<file path="src/rtl/fifo_flagged.sv">
// Synchronous single-clock FIFO with fill level, programmable almost-full /
// almost-empty flags, sticky overflow/underflow errors, synchronous flush and
// a choice of standard (registered read) or first-word-fall-through output.
// Storage is a plain array read into a register, so it maps onto block RAM.
module fifo_flagged #(
  parameter int WIDTH      = 8,
  parameter int DEPTH      = 10,
  parameter int FWFT       = 0,
  parameter int AF_THRESH  = DEPTH - 1,
  parameter int AE_THRESH  = 1,
  parameter int ADDR_WIDTH = $clog2(DEPTH),
  parameter int LVL_WIDTH  = $clog2(DEPTH + 1)
) (
  input  logic                 clk,
  input  logic                 n_reset,
  input  logic                 flush,
  input  logic [WIDTH-1:0]     data_in,
  input  logic                 wr_en,
  input  logic                 rd_en,
  input  logic                 clr_err,
  output logic [WIDTH-1:0]     data_out,
  output logic                 empty,
  output logic                 full,
  output logic                 almost_empty,
  output logic                 almost_full,
  output logic [LVL_WIDTH-1:0] level,
  output logic                 overflow,
  output logic                 underflow
);

  localparam logic [ADDR_WIDTH-1:0] ADDR_LAST = ADDR_WIDTH'(DEPTH - 1);
  localparam logic [LVL_WIDTH-1:0]  LVL_FULL  = LVL_WIDTH'(DEPTH);
  localparam logic [LVL_WIDTH-1:0]  AF_LVL    = LVL_WIDTH'(AF_THRESH);
  localparam logic [LVL_WIDTH-1:0]  AE_LVL    = LVL_WIDTH'(AE_THRESH);

  logic [WIDTH-1:0]      mem [DEPTH];
  logic [ADDR_WIDTH-1:0] wr_addr;
  logic [ADDR_WIDTH-1:0] rd_addr;
  logic [LVL_WIDTH-1:0]  level_q;
  logic [LVL_WIDTH-1:0]  level_d;
  logic                  valid_q;   // FWFT output register holds a word
  logic [WIDTH-1:0]      data_q;
  logic                  overflow_q;
  logic                  underflow_q;

  logic wr_ok;
  logic rd_ok;
  logic mem_avail;   // at least one word sits in memory (not in the output reg)
  logic mem_rd;      // fetch mem[rd_addr] into the output register this edge
  logic ovf_set;
  logic unf_set;

  // Flags are pure decodes of registered state, so they show the post-edge view.
  assign full         = (level_q == LVL_FULL);
  assign empty        = (FWFT != 0) ? !valid_q : (level_q == '0);
  assign almost_empty = (level_q <= AE_LVL);
  assign almost_full  = (level_q >= AF_LVL);
  assign level        = level_q;
  assign data_out     = data_q;
  assign overflow     = overflow_q;
  assign underflow    = underflow_q;

  // Accept/fetch decisions and next fill level, all from pre-edge flags.
  always_comb begin
    // NOTE: every signal gets a default first so no path leaves it unassigned
    // and no latch is inferred.
    wr_ok     = wr_en && !full && !flush;
    rd_ok     = rd_en && !empty && !flush;
    mem_avail = (level_q != LVL_WIDTH'(valid_q));
    mem_rd    = rd_ok;
    ovf_set   = wr_en && full && !flush;
    unf_set   = rd_en && empty && !flush;
    level_d   = level_q;

    if (FWFT != 0) begin
      // Refill the output register whenever it is (or is about to be) free.
      mem_rd = (!valid_q || rd_ok) && mem_avail && !flush;
    end

    if (flush) begin
      level_d = '0;
    end else if (wr_ok && !rd_ok) begin
      level_d = level_q + 1'b1;
    end else if (rd_ok && !wr_ok) begin
      level_d = level_q - 1'b1;
    end
  end

  // Storage array: written only on an accepted write.
  // NOTE: the memory has no reset; clearing it would stop block-RAM inference,
  // and stale contents are unreachable because pointers and level are reset.
  always_ff @(posedge clk) begin
    if (wr_ok) begin
      mem[wr_addr] <= data_in;
    end
  end

  // Pointers, level and the FWFT valid bit.
  // NOTE: sequential state uses non-blocking assignments so every register
  // samples pre-edge values regardless of statement order.
  always_ff @(posedge clk or negedge n_reset) begin
    if (!n_reset) begin
      wr_addr <= '0;
      rd_addr <= '0;
      level_q <= '0;
      valid_q <= 1'b0;
    end else begin
      level_q <= level_d;
      if (flush) begin
        wr_addr <= '0;
        rd_addr <= '0;
        valid_q <= 1'b0;
      end else begin
        if (wr_ok) begin
          wr_addr <= (wr_addr == ADDR_LAST) ? '0 : wr_addr + 1'b1;
        end
        if (mem_rd) begin
          rd_addr <= (rd_addr == ADDR_LAST) ? '0 : rd_addr + 1'b1;
        end
        if (FWFT != 0) begin
          if (mem_rd) begin
            valid_q <= 1'b1;
          end else if (rd_ok) begin
            valid_q <= 1'b0;
          end
        end
      end
    end
  end

  // Output data register: loads on a fetch, holds otherwise (also across flush).
  always_ff @(posedge clk or negedge n_reset) begin
    if (!n_reset) begin
      data_q <= '0;
    end else if (mem_rd) begin
      data_q <= mem[rd_addr];
    end
  end

  // Sticky error flags; a new error in the clearing cycle wins over clr_err.
  always_ff @(posedge clk or negedge n_reset) begin
    if (!n_reset) begin
      overflow_q  <= 1'b0;
      underflow_q <= 1'b0;
    end else begin
      if (ovf_set) begin
        overflow_q <= 1'b1;
      end else if (clr_err) begin
        overflow_q <= 1'b0;
      end
      if (unf_set) begin
        underflow_q <= 1'b1;
      end else if (clr_err) begin
        underflow_q <= 1'b0;
      end
    end
  end

endmodule

</file>
<file path="config.mk">
export PLATFORM = sky130hd
export DESIGN_NAME = fifo_flagged
export DESIGN_NICKNAME = d
export VERILOG_FILES = /design/src/rtl/fifo_flagged.sv
export SDC_FILE = /design/constraint.sdc
export NUM_CORES = 1
export LEC_CHECK = 0
export CORE_ASPECT_RATIO = 1.2
export CORE_MARGIN = 2
export CORE_UTILIZATION = 40
export CTS_CLUSTER_DIAMETER = 200
export DETAILED_ROUTE_END_ITERATION = 10
export SYNTH_ARGS = -nofsm -noshare
export SYNTH_HDL_FRONTEND = slang
export SYNTH_SLANG_ARGS = --single-unit
</file>
<file path="constraint.sdc">
create_clock -name clk -period 6.1 [get_ports clk]
set_clock_uncertainty 0.05 [all_clocks]
set_input_delay 1.22 -clock clk [delete_from_list [all_inputs] [get_ports clk]]
set_output_delay 1.22 -clock clk [all_outputs]
set_load 0.03 [all_outputs]
</file>
==> summary.txt <==
GRT
  – Global-route wire length before repair: 12.3 mm
  – Largest net degree at the start of global routing: 28
  – Initial antenna violation count: 0
  – Remaining Overflow, GRT: 0
  – Global-route usage over all layers: 0.139
  – Vias in the first global route: 2,359

Critical path
  – Endpoint type of the worst setup path: output port
  – Max FO, Critical Path: 7
  – Crit Path Class: reg -> out
  – Req. time, crit path: 4.83 ns
  – Crit path launch type: flip-flop
  – CP arrival: 2.42 ns

Finish
  – Finished Cell Area: 0.00508 sq mm
  – Commonest non-fill, non-tap cell in the layout: edfxtp_1
  – Post-layout util: 0.481
  – Share of cells above drive strength 1: 0.135
  – # diodes: 0
  – Nets: 324
  – Multi-input logic area: 0.00129 sq mm
  – Filler cells: 886
  – Most frequent cells in the layout: 80 x edfxtp_1, 31 x clkdlybuf4s50_1, 23 x nand2_1
  – Syn-to-layout area delta: 16.5%
  – Storage element area: 0.00295 sq mm

Floorplan
  – DIE HEIGHT: 118 um
  – I/O pin count: 32
  – Row count: slightly above 40
  – Die Area: approximately 0.012 sq mm
  – Core Area: 0.0106 sq mm
  – Initial Utilization: 0.413
  – Die width: roughly 100 um

Placement
  – IO Port Bufs: 31
  – HPWL Detailed: 5.22 mm
  – Dpl cell area: 0.00477 sq mm
  – Gpl congestion: 0.748

Synthesis
  – Synth Warn #: 0
  – Largest cells by area after synthesis: edfxtp_1 55%, dfrtp_1 13%, mux4_2 5.2%
  – Syn avg cell area: 15.8 sq um
  – Largest area contributor in the netlist: edfxtp_1
  – Post-synthesis mux area share: 0.138
  – Synth cell types: between 50 and 60
  – Top_reg_cell synth: edfxtp_1
  – Number of enable flip-flop cells after synthesis: 80
  – Flop and latch count out of synthesis: 102
  – Sequential share of the synthesized area: 0.677
  – Post-Synth XOR/XNOR Area: 0.00803
  – Mapped Cells: 276
  – Synth Area in Simple Gates: 0.0831
  – Post-Synth Adder-Cell Area: 0.0143
  – Largest family of logic cells by synthesized area: multiplexers
  – Area share of the largest cell type after synthesis: 0.550
  – Synth Net Count: 295
  – Synth Cell Area: 0.00436 sq mm
  – Compound-cell area share of the yosys netlist: 0.0510
  – Async SR Flop Fraction: 0.216

Power and ir drop
  – P_int: 0.00134 W
  – Sw frac: 0.312
  – Combinational cell fraction of total power: 0.277
  – P_sw: a little over 0.0006 W
  – Pwr Total: a little under 0.002 W
  – Reg power frac: 0.432
  – Peak supply drop: 0.199 mV
  – Power density of the placed cells: 383 mW/mm^2
  – Pleak: 1.78 nW
  – Clock Power Share: 0.291

STA
  – Measured slew at the worst slew-check pin: 1.04 ns
  – Final Hold Vio Count: 0
  – Final setup TNS: 0 ns
  – Post-layout minimum cycle time: between 3 and 4 ns
  – Fin crit share: 0.606
  – Max-slew violation count: 0
  – Achievable clock frequency: 271 MHz
  – Slew HR: 0.300
  – Final hold slack: 0.434 ns
  – RSZ-0062 raised after global routing: false
  – Count of final setup violators: 0

Route
  – Vias: 2,247
  – 1st-iter DRT viols: ~150
  – Per-cell routed wire length: 17.1 um
  – Vias per cell: 5.12
  – Routed WL: 7.49 mm
  – Pre-antenna DRT Iters: 4
  – Routed Antenna Nets: 0
  – DRC Markers: 0

CTS
  – Clock buffer depth: 2
  – TritonCTS clock tree: done
  – Clk sinks: 102
  – H-tree levels: 3
  – Buffers inserted by post-CTS timing repair: 0
  – Clock-pin slew on the worst setup and hold paths: 0.07 ns
  – Hold-fix buffers, CTS: 0
  – Cts repair resizes: 0
  – CTS root buf: clkbuf_16
  – Total CTS buffers: 9
  – Worst skew pair latency: 0.34 ns

Hold path
  – HP Class: reg -> reg

Job
  – Max-cap violations: 0

Status
  – Status: completed
==> critical path, stage by stage, from the launching register on <==
cell             delay (ns)
dfrtp_1                0.43
inv_1                  0.18
ha_1                   0.17
or3b_1                 0.49
inv_2                  0.14
clkdlybuf4s50_1        0.67
==> power groups by stage <==
stage                     Combinational (W)  Sequential [W]  Clock [W]
after floorplan                    0.000339        0.000913          0
after global placement             0.000541        0.000855          0
after detailed placement           0.000543        0.000856          0
after CTS                          0.000545        0.000842   0.000581
after global routing               0.000584        0.000848   0.000610
final                              0.000539        0.000840   0.000566
==> state kept, by name, indices dropped and copies added, names as in the netlist <==
register   count
mem           80
rd_addr        4
wr_addr        4
data_out       8
overflow       1
level          4
underflow      1
==> through the flow <==
| step | setup WS [ns] | std cells |
|---|---|---|
| floorplan | 3.11 | 276 |
| global placement | 2.18 | 423 |
| detailed placement | 2.12 | 423 |
| CTS | 2.38 | 439 |
| global route | 2.27 | 439 |
| finish | 2.41 | 439 |
==> worst paths after layout <==
| kind | startpoint | end | slack (ns) | cells past startpoint |
|---|---|---|---|---|
| hold / removal | data_out[7] | data_out[7] | 0.43 | 2 |
| min in group asynchronous | n_reset | wr_addr[1] | 1.37 | 1 |
| max in group asynchronous | n_reset | data_out[6] | 4.01 | 1 |
| setup / recovery | level[1] | empty | 2.41 | 5 |
| hold reg to reg | data_out[7] | data_out[7] | 0.43 | 2 |
| setup reg to reg | level[0] | mem[0][3] | 3.15 | 6 |
==> Yosys cell counts (2+ instances only) <==
master	count
a21oi_1	4
buf_1	3
buf_2	2
clkbuf_1	7
dfrtp_1	22
edfxtp_1	80
ha_1	5
inv_1	10
mux2_1	3
mux2_2	7
mux2i_1	9
mux4_1	6
mux4_2	10
nand2_1	23
nand2b_1	3
nand3_1	6
nor2_1	14
nor2b_1	4
nor3_1	5
o21ai_0	3
o21ai_1	15
o32ai_1	2
or3_1	3
xnor2_1	3
==> layout make-up <==
class | count | share of cell area
tap | 129 | 0.0317
inverter | 11 | 0.00812
multi-input combinational | 148 | 0.254
clock buffer | 9 | 0.0443
clock inverter | 7 | 0.0172
timing repair buffer | 33 | 0.0640
sequential | 102 | 0.581
==> per-layer routing <==
metal	routed length, um	up-vias	share of wire	global-route usage
met3	276	4	0.037	0.0408
met5	0	-	0	0
li1	-	1107	-	-
met1	3370	1095	0.45	0.183
met4	87	0	0.012	0.0488
met2	3750	41	0.50	0.220
==> kinds of logic (layout without fill, tap and decap cells) <==
kind of cell	Yosys count	after routing
adder cells (fa/ha/maj)	5	5
XOR/XNOR	4	4
AO/OA/AOI/OAI	33	33
flip-flops	102	102
multiplexers	36	36
buffers and inverters	26	60
AND/OR/NAND/NOR	70	70
(Power assumes the default switching activity.)
==> RTL edit, RTL diff (config.mk and constraints unchanged) <==
`DEPTH`: 10 -> 20.
--- a/src/rtl/fifo_flagged.sv
+++ b/src/rtl/fifo_flagged.sv
@@ -5,5 +5,5 @@
 module fifo_flagged #(
   parameter int WIDTH      = 8,
-  parameter int DEPTH      = 10,
+  parameter int DEPTH      = 20,
   parameter int FWFT       = 0,
   parameter int AF_THRESH  = DEPTH - 1,
Interface: changed (resized level); port bits go from 32 to 33. The function was not compared with the original's and may differ.
==> RTL edit against the unedited design <==
Clock power grew 96%; design area grew 74%; routed wire length grew 120%; sequential cell count grew 83; critical path depth is the same; synthesized area grew 78%; largest cell class unchanged; first-iteration DRC count grew 130%; global-route usage grew 2.9 points; total power grew 82%; utilization shrank 1.5 points; register-to-register slack lost 0.28 ns; setup slack lost 0.18 ns; die area grew 75%.
==> RTL edit: results (changes against the unedited design) <==
| Metric | Value |
|---|---|
| Hpwl dp | `10900 µm (was 5220 µm)` |
| IO buf count | `32 (was 31)` |
| Distinct cells, synth | `48 (was 51)` |
| Commonest cells post-synth | `160 x edfxtp_1, 35 x mux2i_1, 33 x nor2_1 (was 80 x edfxtp_1, 23 x nand2_1, 22 x dfrtp_1)` |
| Filler cells | `1601 (was 886)` |
| CTS Buffer Depth | `2 (unchanged)` |
| FF-to-FF End | `data_out[0] (was mem[0][3])` |
| Worst IR Drop VDD | `210 µV (was 199 µV)` |
| Routability Congestion | `0.823 (was 0.748)` |
| Place WS | `1.92 ns (was 2.12 ns)` |
| Final std cells w/o fill | `760 (was 439)` |
| Reg-to-reg startpoint | `rd_addr[0] (was level[0])` |
| XOR/XNOR share of the synthesized area | `0.337% (was 0.803%)` |
| Worst slew pin tran | `1.13 ns (was 1.04 ns)` |
| Total nets after synthesis | `488 (was 295)` |
| Clk_lat worst skew | `0.43 ns (was 0.34 ns)` |
| DRT iter0 DRCs | `340 (was 148)` |
| Max reg flops | `160 (was 80)` |
| Layout Nets | `514 (was 324)` |
| Beginning of the worst hold path | `data_out[6] (was data_out[7])` |
| Post-synthesis mux area share | `13.8% (about the same)` |
| P_int | `0.00247 W (was 0.00134 W)` |
| Pre-Repair DR Iteration Count | `5 (was 4)` |
| Proportion of layout cells with a drive suffix above 1 | `13.1% (was 13.5%)` |
| DP Cell Count | `728 (was 423)` |
| CTS buffer count | `17 (was 9)` |
| Compound-Gate Fraction of Synth Area | `5.09% (was 5.10%)` |
| WP data arrival | `2.61 ns (was 2.42 ns)` |
| Hold Slack | `0.438 ns (was 0.434 ns)` |
| CP Max Fanout | `8 (was 7)` |
| WL/cell | `21.8 µm (was 17.1 µm)` |
| Syn avg cell area | `16.7 µm² (was 15.8 µm²)` |
| Hold EP | `data_out[6] (was data_out[7])` |
| # H-tree levels | `4 (was 3)` |
| Leakage | `2.87 nW (was 1.78 nW)` |
| Adder-Cell Fraction of Synth Area | `1.45% (was 1.43%)` |
| Run status | `finished clean (unchanged)` |
| Sequential area share after synthesis | `69.7% (was 67.7%)` |
| Share of flip-flops with an asynchronous set or reset | `13.5% (was 21.6%)` |
| Largest net degree at the start of global routing | `48 (was 28)` |
| Setup slack, reg-to-reg | `2.87 ns (was 3.15 ns)` |
| Synth top area cells | `edfxtp_1 62%, dfrtp_1 8.0%, mux2i_1 4.5% (was edfxtp_1 55%, dfrtp_1 13%, mux4_2 5.2%)` |
| Vias | `4105 (was 2247)` |
## RTL edit: changes by cell type in the layout (fill, tap and decap cells not counted), sizes merged, moves of 4 or more
cell | unedited run | this run
a2111oi | 1 | 9
edfxtp | 80 | 160
nor2 | 14 | 33
o22ai | 0 | 18
mux2i | 9 | 35
o31ai | 0 | 9
mux4 | 16 | 24
inv | 13 | 18
nor2b | 4 | 15
clkbuf | 9 | 17
ha | 5 | 9
o21ai | 19 | 4
## RTL edit: power groups by stage
| stage | Combinational (W) | Clock, W | Sequential, W |
|---|---|---|---|
| final | 0.000955 | 0.00111 | 0.00149 |
| after global routing | 0.00103 | 0.00118 | 0.00150 |
| after CTS | 0.000966 | 0.00112 | 0.00149 |
| after detailed placement | 0.000962 | 0 | 0.00151 |
| after global placement | 0.000956 | 0 | 0.00151 |
| after floorplan | 0.000628 | 0 | 0.00158 |
## RTL edit: cell type report
class / instances / area, µm² / area share [%]
tap: 256 / 320 / 3.62
clock buffer: 17 / 425 / 4.80
timing repair buffer: 35 / 343 / 3.87
inverter: 12 / 45.0 / 0.508
multi-input combinational: 240 / 2110 / 23.8
clock inverter: 15 / 185 / 2.09
sequential: 185 / 5430 / 61.3
## RTL edit: per-layer routing
layer / wire (µm) / share of wire, % / global-route usage (%)
met5: 0 / 0 / 0
met4: 393 / 2.4 / 6.42
met3: 919 / 5.5 / 4.08
met2: 8340 / 50 / 28.7
met1: 6900 / 42 / 20.9
## RTL edit: how the worst max path moves through the flow
stage,startpoint,endpoint,slack (ns),cells past startpoint
floorplan,level[1],almost_empty,3.06,4
global route,level[0],empty,2.08,5
finish,level[0],empty,2.22,5
global placement,flush,mem[16][0],2.02,5
CTS,level[0],empty,2.19,5
detailed placement,flush,mem[7][1],1.92,5
